==> config.mk <==
export PLATFORM = sky130hd
export DESIGN_NAME = uart_ram_loader
export DESIGN_NICKNAME = d
export VERILOG_FILES = /design/src/rtl/uart_ram_loader.sv
export SDC_FILE = /design/constraint.sdc
export NUM_CORES = 1
export LEC_CHECK = 0
export BUFFER_PORTS_ARGS = -buffer_cell sky130_fd_sc_hd__buf_2
export CAP_MARGIN = 20
export CORE_MARGIN = 1
export CORE_UTILIZATION = 40
export CTS_CLUSTER_DIAMETER = 30
export CTS_CLUSTER_SIZE = 12
export DETAILED_ROUTE_END_ITERATION = 7
export GPL_TIMING_DRIVEN = 0
export PLACE_DENSITY = 0.59
export SLEW_MARGIN = 20
export SYNTH_ARGS = -nofsm -noshare
export SYNTH_HDL_FRONTEND = slang
export SYNTH_SLANG_ARGS = --single-unit
==> constraint.sdc <==
create_clock -name i_CLK -period 4 [get_ports i_CLK]
set_input_delay 0.4 -clock i_CLK [delete_from_list [all_inputs] [get_ports i_CLK]]
set_output_delay 0.4 -clock i_CLK [all_outputs]
set_load 0.03 [all_outputs]
==> src/rtl/uart_ram_loader.sv <==
// Loads a big-endian 16-bit program image from a UART byte stream into RAM, holding the CPU in
// reset until done. Define UART_RAM_LOADER_CHECKSUM_EN to add a trailing 16-bit checksum check.
module uart_ram_loader #(
    parameter int unsigned DEPTH          = 2**14,
    parameter int unsigned WIDTH          = 16,
    parameter logic [7:0]  SYNC_BYTE      = 8'hA5,
    parameter int unsigned TIMEOUT_CYCLES = 100000,
    localparam int unsigned AW            = $clog2(DEPTH)
) (
    input  logic             i_CLK,
    input  logic             i_RST_N,
    input  logic [7:0]       i_RX_Byte,
    input  logic             i_RX_DV,
    output logic [AW-1:0]    o_Address,
    output logic [WIDTH-1:0] o_Data,
    output logic             o_Write_EN,
    output logic             o_CPU_Reset,
    output logic             o_Busy,
    output logic             o_Done,
    output logic             o_Error
);

    localparam int unsigned TW = (TIMEOUT_CYCLES > 1) ? $clog2(TIMEOUT_CYCLES) : 1;

    typedef enum logic [3:0] {
        StIdle, StLenHi, StLenLo, StDataHi, StDataLo, StWrite,
`ifdef UART_RAM_LOADER_CHECKSUM_EN
        StChkHi, StChkLo,
`endif
        StDone
    } state_e;

`ifdef UART_RAM_LOADER_CHECKSUM_EN
    localparam state_e StEnd = StChkHi;
`else
    localparam state_e StEnd = StDone;
`endif

    state_e           state_q, state_d;
    logic [7:0]       hi_q, hi_d;
    logic [15:0]      count_q, count_d;
    logic [AW-1:0]    idx_q, idx_d;
    logic [WIDTH-1:0] data_q, data_d;
    logic             error_q, error_d;
    logic [TW-1:0]    tmo_q, tmo_d;
`ifdef UART_RAM_LOADER_CHECKSUM_EN
    logic [15:0]      sum_q, sum_d;
`endif

    logic busy;
    logic rx_sync;

    always_comb begin
        busy = (state_q != StIdle) && (state_q != StDone);
        rx_sync = i_RX_DV && (i_RX_Byte == SYNC_BYTE);

        state_d = state_q;
        hi_d    = hi_q;
        count_d = count_q;
        idx_d   = idx_q;
        data_d  = data_q;
        error_d = error_q;
`ifdef UART_RAM_LOADER_CHECKSUM_EN
        sum_d   = sum_q;
`endif
        if (busy && !i_RX_DV && (TIMEOUT_CYCLES != 0)) tmo_d = tmo_q + TW'(1);
        else                                           tmo_d = '0;

        case (state_q)
            StIdle, StDone: begin
                if (rx_sync) begin
                    state_d = StLenHi;
                    error_d = 1'b0;
                    idx_d   = '0;
`ifdef UART_RAM_LOADER_CHECKSUM_EN
                    sum_d   = '0;
`endif
                end
            end
            StLenHi: begin
                if (i_RX_DV) begin
                    hi_d    = i_RX_Byte;
                    state_d = StLenLo;
                end
            end
            StLenLo: begin
                if (i_RX_DV) begin
                    count_d = {hi_q, i_RX_Byte};
                    state_d = ({hi_q, i_RX_Byte} == 16'd0) ? StEnd : StDataHi;
                end
            end
            StDataHi: begin
                if (i_RX_DV) begin
                    hi_d    = i_RX_Byte;
                    state_d = StDataLo;
                end
            end
            StDataLo: begin
                if (i_RX_DV) begin
                    data_d  = {hi_q, i_RX_Byte};
                    state_d = StWrite;
                end
            end
            StWrite: begin
                idx_d   = (idx_q == AW'(DEPTH - 1)) ? '0 : idx_q + AW'(1);
                count_d = count_q - 16'd1;
`ifdef UART_RAM_LOADER_CHECKSUM_EN
                sum_d   = sum_q + data_q;
`endif
                if (count_q == 16'd1) begin
                    state_d = StEnd;
                end else if (i_RX_DV) begin
                    // A byte landing during the write is the next word's high byte.
                    hi_d    = i_RX_Byte;
                    state_d = StDataLo;
                end else begin
                    state_d = StDataHi;
                end
            end
`ifdef UART_RAM_LOADER_CHECKSUM_EN
            StChkHi: begin
                if (i_RX_DV) begin
                    hi_d    = i_RX_Byte;
                    state_d = StChkLo;
                end
            end
            StChkLo: begin
                if (i_RX_DV) begin
                    if ({hi_q, i_RX_Byte} == sum_q) begin
                        state_d = StDone;
                    end else begin
                        state_d = StIdle;
                        error_d = 1'b1;
                    end
                end
            end
`endif
            default: state_d = StIdle;
        endcase

        if (busy && !i_RX_DV && (TIMEOUT_CYCLES != 0) && (tmo_q == TW'(TIMEOUT_CYCLES - 1))) begin
            state_d = StIdle;
            error_d = 1'b1;
            tmo_d   = '0;
        end
    end

    always_ff @(posedge i_CLK or negedge i_RST_N) begin
        if (!i_RST_N) begin
            state_q <= StIdle;
            hi_q    <= '0;
            count_q <= '0;
            idx_q   <= '0;
            data_q  <= '0;
            error_q <= 1'b0;
            tmo_q   <= '0;
`ifdef UART_RAM_LOADER_CHECKSUM_EN
            sum_q   <= '0;
`endif
        end else begin
            state_q <= state_d;
            hi_q    <= hi_d;
            count_q <= count_d;
            idx_q   <= idx_d;
            data_q  <= data_d;
            error_q <= error_d;
            tmo_q   <= tmo_d;
`ifdef UART_RAM_LOADER_CHECKSUM_EN
            sum_q   <= sum_d;
`endif
        end
    end

    always_comb begin
        o_Address   = idx_q;
        o_Data      = data_q;
        o_Write_EN  = (state_q == StWrite);
        o_CPU_Reset = (state_q != StDone);
        o_Busy      = busy;
        o_Done      = (state_q == StDone);
        o_Error     = error_q;
    end

endmodule

==> results of run 1 <==
[layout by cell type, fill, tap and decap left out, types with 3 or more instances in the layout]
| cell type | netlist | final |
|---|---|---|
| a211oi_1 | 5 | 5 |
| a21oi_1 | 9 | 9 |
| a311oi_1 | 5 | 5 |
| a31oi_1 | 9 | 9 |
| and3_1 | 5 | 5 |
| and4_1 | 4 | 4 |
| buf_2 | 7 | 51 |
| buf_4 | 4 | 5 |
| clkbuf_8 | 0 | 9 |
| dfrtp_1 | 75 | 75 |
| ha_1 | 4 | 4 |
| inv_1 | 8 | 8 |
| mux2_2 | 16 | 16 |
| mux2_4 | 8 | 8 |
| nand2_1 | 37 | 37 |
| nand2b_1 | 5 | 5 |
| nand3_1 | 16 | 16 |
| nand4_1 | 6 | 6 |
| nor2_1 | 49 | 49 |
| nor2b_1 | 3 | 3 |
| nor3_1 | 7 | 7 |
| nor4_1 | 6 | 6 |
| o211ai_1 | 5 | 5 |
| o21ai_0 | 13 | 13 |
| o22ai_1 | 3 | 3 |
| or2_2 | 3 | 3 |
| xnor2_1 | 7 | 7 |
| xor2_1 | 9 | 9 |
[worst max-delay path by stage]
stage                                          end                      from  cells after the start  slack (ps)
after global routing                    o_Write_EN    state_q[2]$_DFFE_PN0P_                      6        1600
after global placement       o_Data[3]$_DFFE_PN0P_                   i_RST_N                      1        1970
after detailed placement  o_Address[3]$_DFFE_PN0P_              i_RX_Byte[6]                      6        1980
after floorplan           o_Address[2]$_DFFE_PN0P_  o_Address[0]$_DFFE_PN0P_                      7        2060
final                                   o_Write_EN    state_q[1]$_DFFE_PN0P_                      6        1720
after CTS                               o_Write_EN    state_q[2]$_DFFE_PN0P_                      6        1710
[final cells by class]
cell class	count	area [µm²]
clock inverter	5	80.1
inverter	8	30.0
timing repair buffer	46	248
tap	129	161
fill	899	4850
multi-input combinational	284	1960
sequential	75	1880
clock buffer	9	124
buffer	14	91.3
[Yosys cell counts (3+ instances only)]
| library cell | number | share of area |
|---|---|---|
| nand2b_1 | 5 | 0.0079 |
| buf_2 | 7 | 0.0089 |
| nor2b_1 | 3 | 0.0047 |
| nor4_1 | 6 | 0.0095 |
| xor2_1 | 9 | 0.020 |
| or2_2 | 3 | 0.0047 |
| a21oi_1 | 9 | 0.011 |
| mux2_2 | 16 | 0.046 |
| and4_1 | 4 | 0.0089 |
| buf_4 | 4 | 0.0076 |
| a31oi_1 | 9 | 0.014 |
| nand4_1 | 6 | 0.0095 |
| a211oi_1 | 5 | 0.0095 |
| nand2_1 | 37 | 0.035 |
| a311oi_1 | 5 | 0.011 |
| o21ai_0 | 13 | 0.016 |
| xnor2_1 | 7 | 0.016 |
| nor3_1 | 7 | 0.0089 |
| o211ai_1 | 5 | 0.0095 |
| inv_1 | 8 | 0.0076 |
| mux2_4 | 8 | 0.030 |
| and3_1 | 5 | 0.0079 |
| dfrtp_1 | 75 | 0.47 |
| nor2_1 | 49 | 0.047 |
| o22ai_1 | 3 | 0.0047 |
| ha_1 | 4 | 0.013 |
| nand3_1 | 16 | 0.020 |
[state kept, by name (all words and copies together) (netlist names)]
name       count
hi_q           8
tmo_q         17
count_q       16
o_Data        16
o_Error        1
o_Address     14
state_q        3
[power groups by stage]
stage	clock network [mW]	registers, mW	logic, mW
after detailed placement	0	1.36	1.33
after floorplan	0	1.59	0.710
after CTS	0.647	1.35	1.34
after global routing	0.675	1.40	1.45
after global placement	0	1.35	1.31
final	0.633	1.35	1.33
[worst max-delay path: stages (launching register included)]
cell and delay, ps:
dfrtp_1 380, buf_2 180, nand3b_4 240, inv_1 120, buf_4 190, buf_4 210
buf_2 220
[per-stage QoR]
| step | hold slack, ps | util |
|---|---|---|
| after CTS | 22.4 | 0.485 |
| final | 1.01 | 0.485 |
| after global placement | 466 | 0.461 |
| after detailed placement | 412 | 0.464 |
| after global routing | 40.2 | 0.485 |
| after floorplan | 104 | - |
[metal layers]
metal  vias up  track usage  part of all wire  routed length [µm]
li1       1505            -                 -                   -
met5         -            0                 0                   0
met1      1533        0.291              0.49                4480
met3        13       0.0359             0.045                 409
met2        75        0.273              0.45                4060
met4         0       0.0803             0.013                 120
[cells by family (layout without fill, tap and decap cells)]
logic type	Yosys count	after routing	synth area share
simple gates	169	169	0.243
flops	75	75	0.475
compound gates	68	68	0.120
mux	27	27	0.0838
buf+inv	22	82	0.0307
xor+xnor	16	16	0.0354
fa+ha+maj	4	4	0.0127
==> impl_metrics.csv, run 1 <==
group,metric,value,unit
global_route,grt_pass1_wl,15300,µm
final_layout,net_total_in_the_final_layout,453,
power,seq_power_share,0.408,
clock_tree,clkSinkCount,75,
power,power.density,725,nW/µm²
placed_design,numPlacedInstances,556,
route,vias_per_inst,5.48,
die,die_height,101,µm
sta,clock-skew-final,16.2,ps
clock_tree,cts.reportedPaths.clkPinSlew,90,ps
setup_path,start_kind,"register",
synth,register_area_share_after_synthesis,0.475,
setup_path,critical_path.reg2reg.startpoint,"state_q[1]$_DFFE_PN0P_",
die,ioPinCount,46,
synth,ys.warnings.count,0,
power,internal_power,1.92,mW
die,fp.dieArea,10300,µm²
setup_path,endpoint_kind,"output port",
placed_design,dp_hpwl,6500,µm
route,initialDrtViolationCount,238,
global_route,gr-total-overflow,0,
setup_path,reg2reg_depth,5,
run,max_cap_violation_count,0,
sta,clock.fmax,438,MHz
clock_tree,clock_path_buffers,2,
clock_tree,cts_buffers,9,
clock_tree,tritoncts,"built",
setup_path,worst_endpoint_required_time,3600,ps
setup_path,worst-r2r-setup-slack,2090,ps
synth,synth.cell_area,3960,µm²
route,route.final.wire_length,9070,µm
die,core-area,9420,µm²
final_layout,syn2layout_area_growth,15.5,%
setup_path,critical_path.reg2reg.endpoint,"o_Data[15]$_DFFE_PN0P_",
die,floorplan.initialDensity,0.420,
power,combinationalPowerShare,0.401,
sta,report.final.setup_viol,0,
global_route,global_route.usage.total,0.194,
synth,post_synth.cell_area_avg,10.4,µm²
synth,async_set_reset_flop_share_out_of_synthesis,1.00,
route,total_via_count_after_detailed_routing,3126,
global_route,first_global_vias,2976,
run_status,run_status,"complete, no violations",
clock_tree,h-tree-depth,3,
power,power.total,3.31,mW
hold_path,hold_path.class,"input port to async pin",
power,switch_share,0.421,
clock_tree,cts_hold_buf,0,
global_route,largest_net_degree_at_the_start_of_global_routing,39,
synth,synth_ff_type,"dfrtp_1",
final_layout,share_of_cells_above_drive_strength_1,0.268,
sta,final_period_minus_worst_setup_slack,2280,ps
clock_tree,number_of_gates_resized_after_cts,0,
sta,final_hold_viol_count,0,
die,die-width,101,µm
final_layout,insertedDiodeCount,0,
die,std_cell_rows,35,
synth,synth_cell_types,68,
sta,grt_setup_unrepaired,"no",
sta,setup-tns-final,0,ps
setup_path,timing_worst_setup_path_type,"register to output port",
global_route,antenna_found_initial,0,
synth,synth_nets,396,
clock_tree,worst_skew_pair.late_latency,360,ps
sta,total_count_of_max_transition_violations_in_the_final_report,0,
route,ant_nets,0,
setup_path,worst-endpoint-arrival,1880,ps
setup_path,crit_path_max_fanout,10,
final_layout,post_route_cell_area,4570,µm²
synth,postSynthCellCount,381,
route,count_of_tritonroute_iterations_in_the_first_routing_pass,4,
placed_design,gp_routability_congestion,0.853,
clock_tree,ctsRootBufferMaster,"clkbuf_8",
power,netSwitchingPower,1.40,mW
power,share_clk_of_total_power,0.191,
synth,number_of_flops_mapped_to_enable_cells_by_yosys,0,
sta,fin_crit_sh,0.571,
clock_tree,cts_setup_buffers,0,
route,detail_route.wl_per_cell,15.9,µm
power,p_leak,2.00,nW
synth,synth.ff_latch_count,75,
power,vdd_ir_drop_max,0.361,mV
placed_design,preCtsSetupSlack,1980,ps
placed_design,dpl_cell_area,4360,µm²
route,remaining_drc_errors,0,
placed_design,io_buffers,45,
sta,worst_slew_pin_slew,614,ps
sta,max-slew-margin-rel,0.589,
sta,setup_ws,1720,ps
final_layout,layout.cells.non_filler,570,
Note: power is estimated with default switching activity, not from simulation.
==> run 2, diff against run 1 <==
PLACE_DENSITY = 0.61   (was 0.59)
clock period = 1.9 ns   (was 4 ns; I/O delays follow)
==> run 2 against run 1 <==
Effect of this change:
- largest power group is now combinational cells
- clock skew down 4.8 ps
- combinational power up 120%
- clock power up 110%
- power up 120%
- routed wire length about the same
- register-to-register slack worse by 2000 ps
==> impl_metrics.csv, run 2 (synthesis gave the netlist of run 1 again) <==
group,metric,value,unit
final_layout,post_route_cell_area,4730,µm²
power,switch_share,0.423,
clock_tree,tritoncts,"built",
die,die-width,101,µm
route,total_via_count_after_detailed_routing,3120,
run,max_cap_violation_count,0,
placed_design,dp_hpwl,6390,µm
final_layout,final_core_util,0.503,
setup_path,reg2reg_depth,5,
sta,total_count_of_max_transition_violations_in_the_final_report,0,
setup_path,critical_path.reg2reg.startpoint,"count_q[6]$_DFFE_PN0P_",
power,seq_power_share,0.403,
die,ioPinCount,46,
final_layout,layout.cells.most_common_list,"dfrtp_1, nor2_1, buf_2",
power,combinationalPowerShare,0.407,
power,vdd_ir_drop_max,0.700,mV
clock_tree,ctsRootBufferMaster,"clkbuf_8",
sta,report.final.setup_viol,0,
global_route,antenna_found_initial,0,
global_route,largest_net_degree_at_the_start_of_global_routing,41,
final_layout,share_of_cells_above_drive_strength_1,0.301,
sta,setup-tns-final,0,ps
die,core-area,9420,µm²
final_layout,top_register,"tmo_q",
hold_path,holdPathStages,2,
route,remaining_drc_errors,0,
die,die_height,101,µm
sta,clock.fmax,549,MHz
route,count_of_tritonroute_iterations_in_the_first_routing_pass,4,
die,fp.dieArea,10300,µm²
power,netSwitchingPower,3.03,mW
placed_design,dpl_cell_area,4370,µm²
clock_tree,clock_path_buffers,2,
power,power.total,7.16,mW
clock_tree,worst_skew_pair.late_latency,360,ps
route,vias_per_inst,5.40,
sta,final_hold_viol_count,0,
route,detail_route.wl_per_cell,15.7,µm
global_route,grt_pass1_wl,15200,µm
global_route,global_route.usage.total,0.194,
final_layout,largest_register_ff_count,17,
sta,final_period_minus_worst_setup_slack,1820,ps
route,initialDrtViolationCount,164,
power,power.density,1510,nW/µm²
global_route,first_global_vias,3039,
hold_path,hold_path.class,"input port to register",
setup_path,timing_worst_setup_path_type,"register to output port",
setup_path,start_kind,"register",
final_layout,insertedDiodeCount,0,
sta,worst_slew_pin_slew,603,ps
final_layout,layout_commonest_cell,"dfrtp_1",
power,internal_power,4.14,mW
setup_path,worst-r2r-setup-slack,110,ps
die,floorplan.initialDensity,0.420,
sta,clock-skew-final,11.4,ps
setup_path,crit_path_max_fanout,10,
hold_path,min_delay_worst_endpoint,"hi_q[1]$_DFFE_PN0P_",
placed_design,gp_routability_congestion,0.825,
clock_tree,h-tree-depth,3,
global_route,gr-total-overflow,0,
power,share_clk_of_total_power,0.190,
run_status,run_status,"complete, no violations",
hold_path,timing.hold.worst.start,"i_RX_Byte[1]",
setup_path,critical_path.reg2reg.endpoint,"hi_q[0]$_DFFE_PN0P_",
setup_path,worst_endpoint_required_time,1710,ps
sta,max-slew-margin-rel,0.594,
power,p_leak,2.04,nW
sta,fin_crit_sh,0.959,
clock_tree,clkSinkCount,75,
route,route.final.wire_length,9070,µm
clock_tree,cts_buffers,9,
setup_path,endpoint_kind,"output port",
die,std_cell_rows,35,
placed_design,io_buffers,45,
clock_tree,cts.reportedPaths.clkPinSlew,80,ps
final_layout,net_total_in_the_final_layout,459,
final_layout,syn2layout_area_growth,19.7,%
route,ant_nets,0,
setup_path,worst-endpoint-arrival,1630,ps
## run 2: worst max-delay path by stage
stage	startpoint	slack (ps)	endpoint
after global placement	i_RST_N	-30	o_Address[0]$_DFFE_PN0P_
after global routing	count_q[6]$_DFFE_PN0P_	-9	count_q[13]$_DFFE_PN0P_
after CTS	o_Address[0]$_DFFE_PN0P_	0.3	o_Address[2]$_DFFE_PN0P_
final	state_q[1]$_DFFE_PN0P_	80	o_Write_EN
after detailed placement	state_q[1]$_DFFE_PN0P_	-40	o_Data[6]$_DFFE_PN0P_
after floorplan	o_Address[6]$_DFFE_PN0P_	50	o_Address[2]$_DFFE_PN0P_
## run 2: what timing repair did
item | 4_1_cts | 5_1_grt
setup buffers | 2 | 3
hold buffers | 1 | 0
gates resized for setup | 8 | 17
setup endpoints to repair | 18 | 45
pin swaps | 0 | 4
hold endpoints to repair | 35 | 0
## run 2: power groups by stage
stage | logic [mW] | clock network (mW) | registers [mW]
2_1_floorplan | 1.49 | 0 | 3.36
3_3_place_gp | 2.76 | 0 | 2.85
3_5_place_dp | 2.81 | 0 | 2.87
4_1_cts | 2.84 | 1.40 | 2.84
5_1_grt | 3.17 | 1.47 | 3.00
6_report | 2.91 | 1.36 | 2.89
## run 2: through the flow
step           setup WS, ps  hold WS, ps  instances
2_1_floorplan          49.4         -106        381
3_3_place_gp          -32.1          466        555
3_5_place_dp          -37.4          180        556
4_1_cts               0.289          115        575
5_1_grt               -8.54          123        578
6_report               77.4          131        578
## run 2: cell type report
| class | count | area, µm² |
|---|---|---|
| buffer | 14 | 115 |
| clock buffer | 10 | 128 |
| clock inverter | 6 | 90.1 |
| fill | 866 | 4680 |
| inverter | 8 | 32.5 |
| multi-input combinational | 284 | 2030 |
| sequential | 75 | 1880 |
| tap | 129 | 161 |
| timing repair buffer | 52 | 302 |
## run 2: per-layer routing
| layer | part of all wire | track usage |
|---|---|---|
| met4 | 0.013 | 0.0702 |
| met1 | 0.48 | 0.271 |
| met3 | 0.035 | 0.0455 |
| met2 | 0.47 | 0.296 |
| met5 | 0 | 0 |
## run 2: critical path, stage by stage (launching register included)
cell	delay, ps
dfrtp_1	400
buf_4	180
nand3b_4	200
inv_4	90
buf_8	130
buf_8	140
buf_6	130
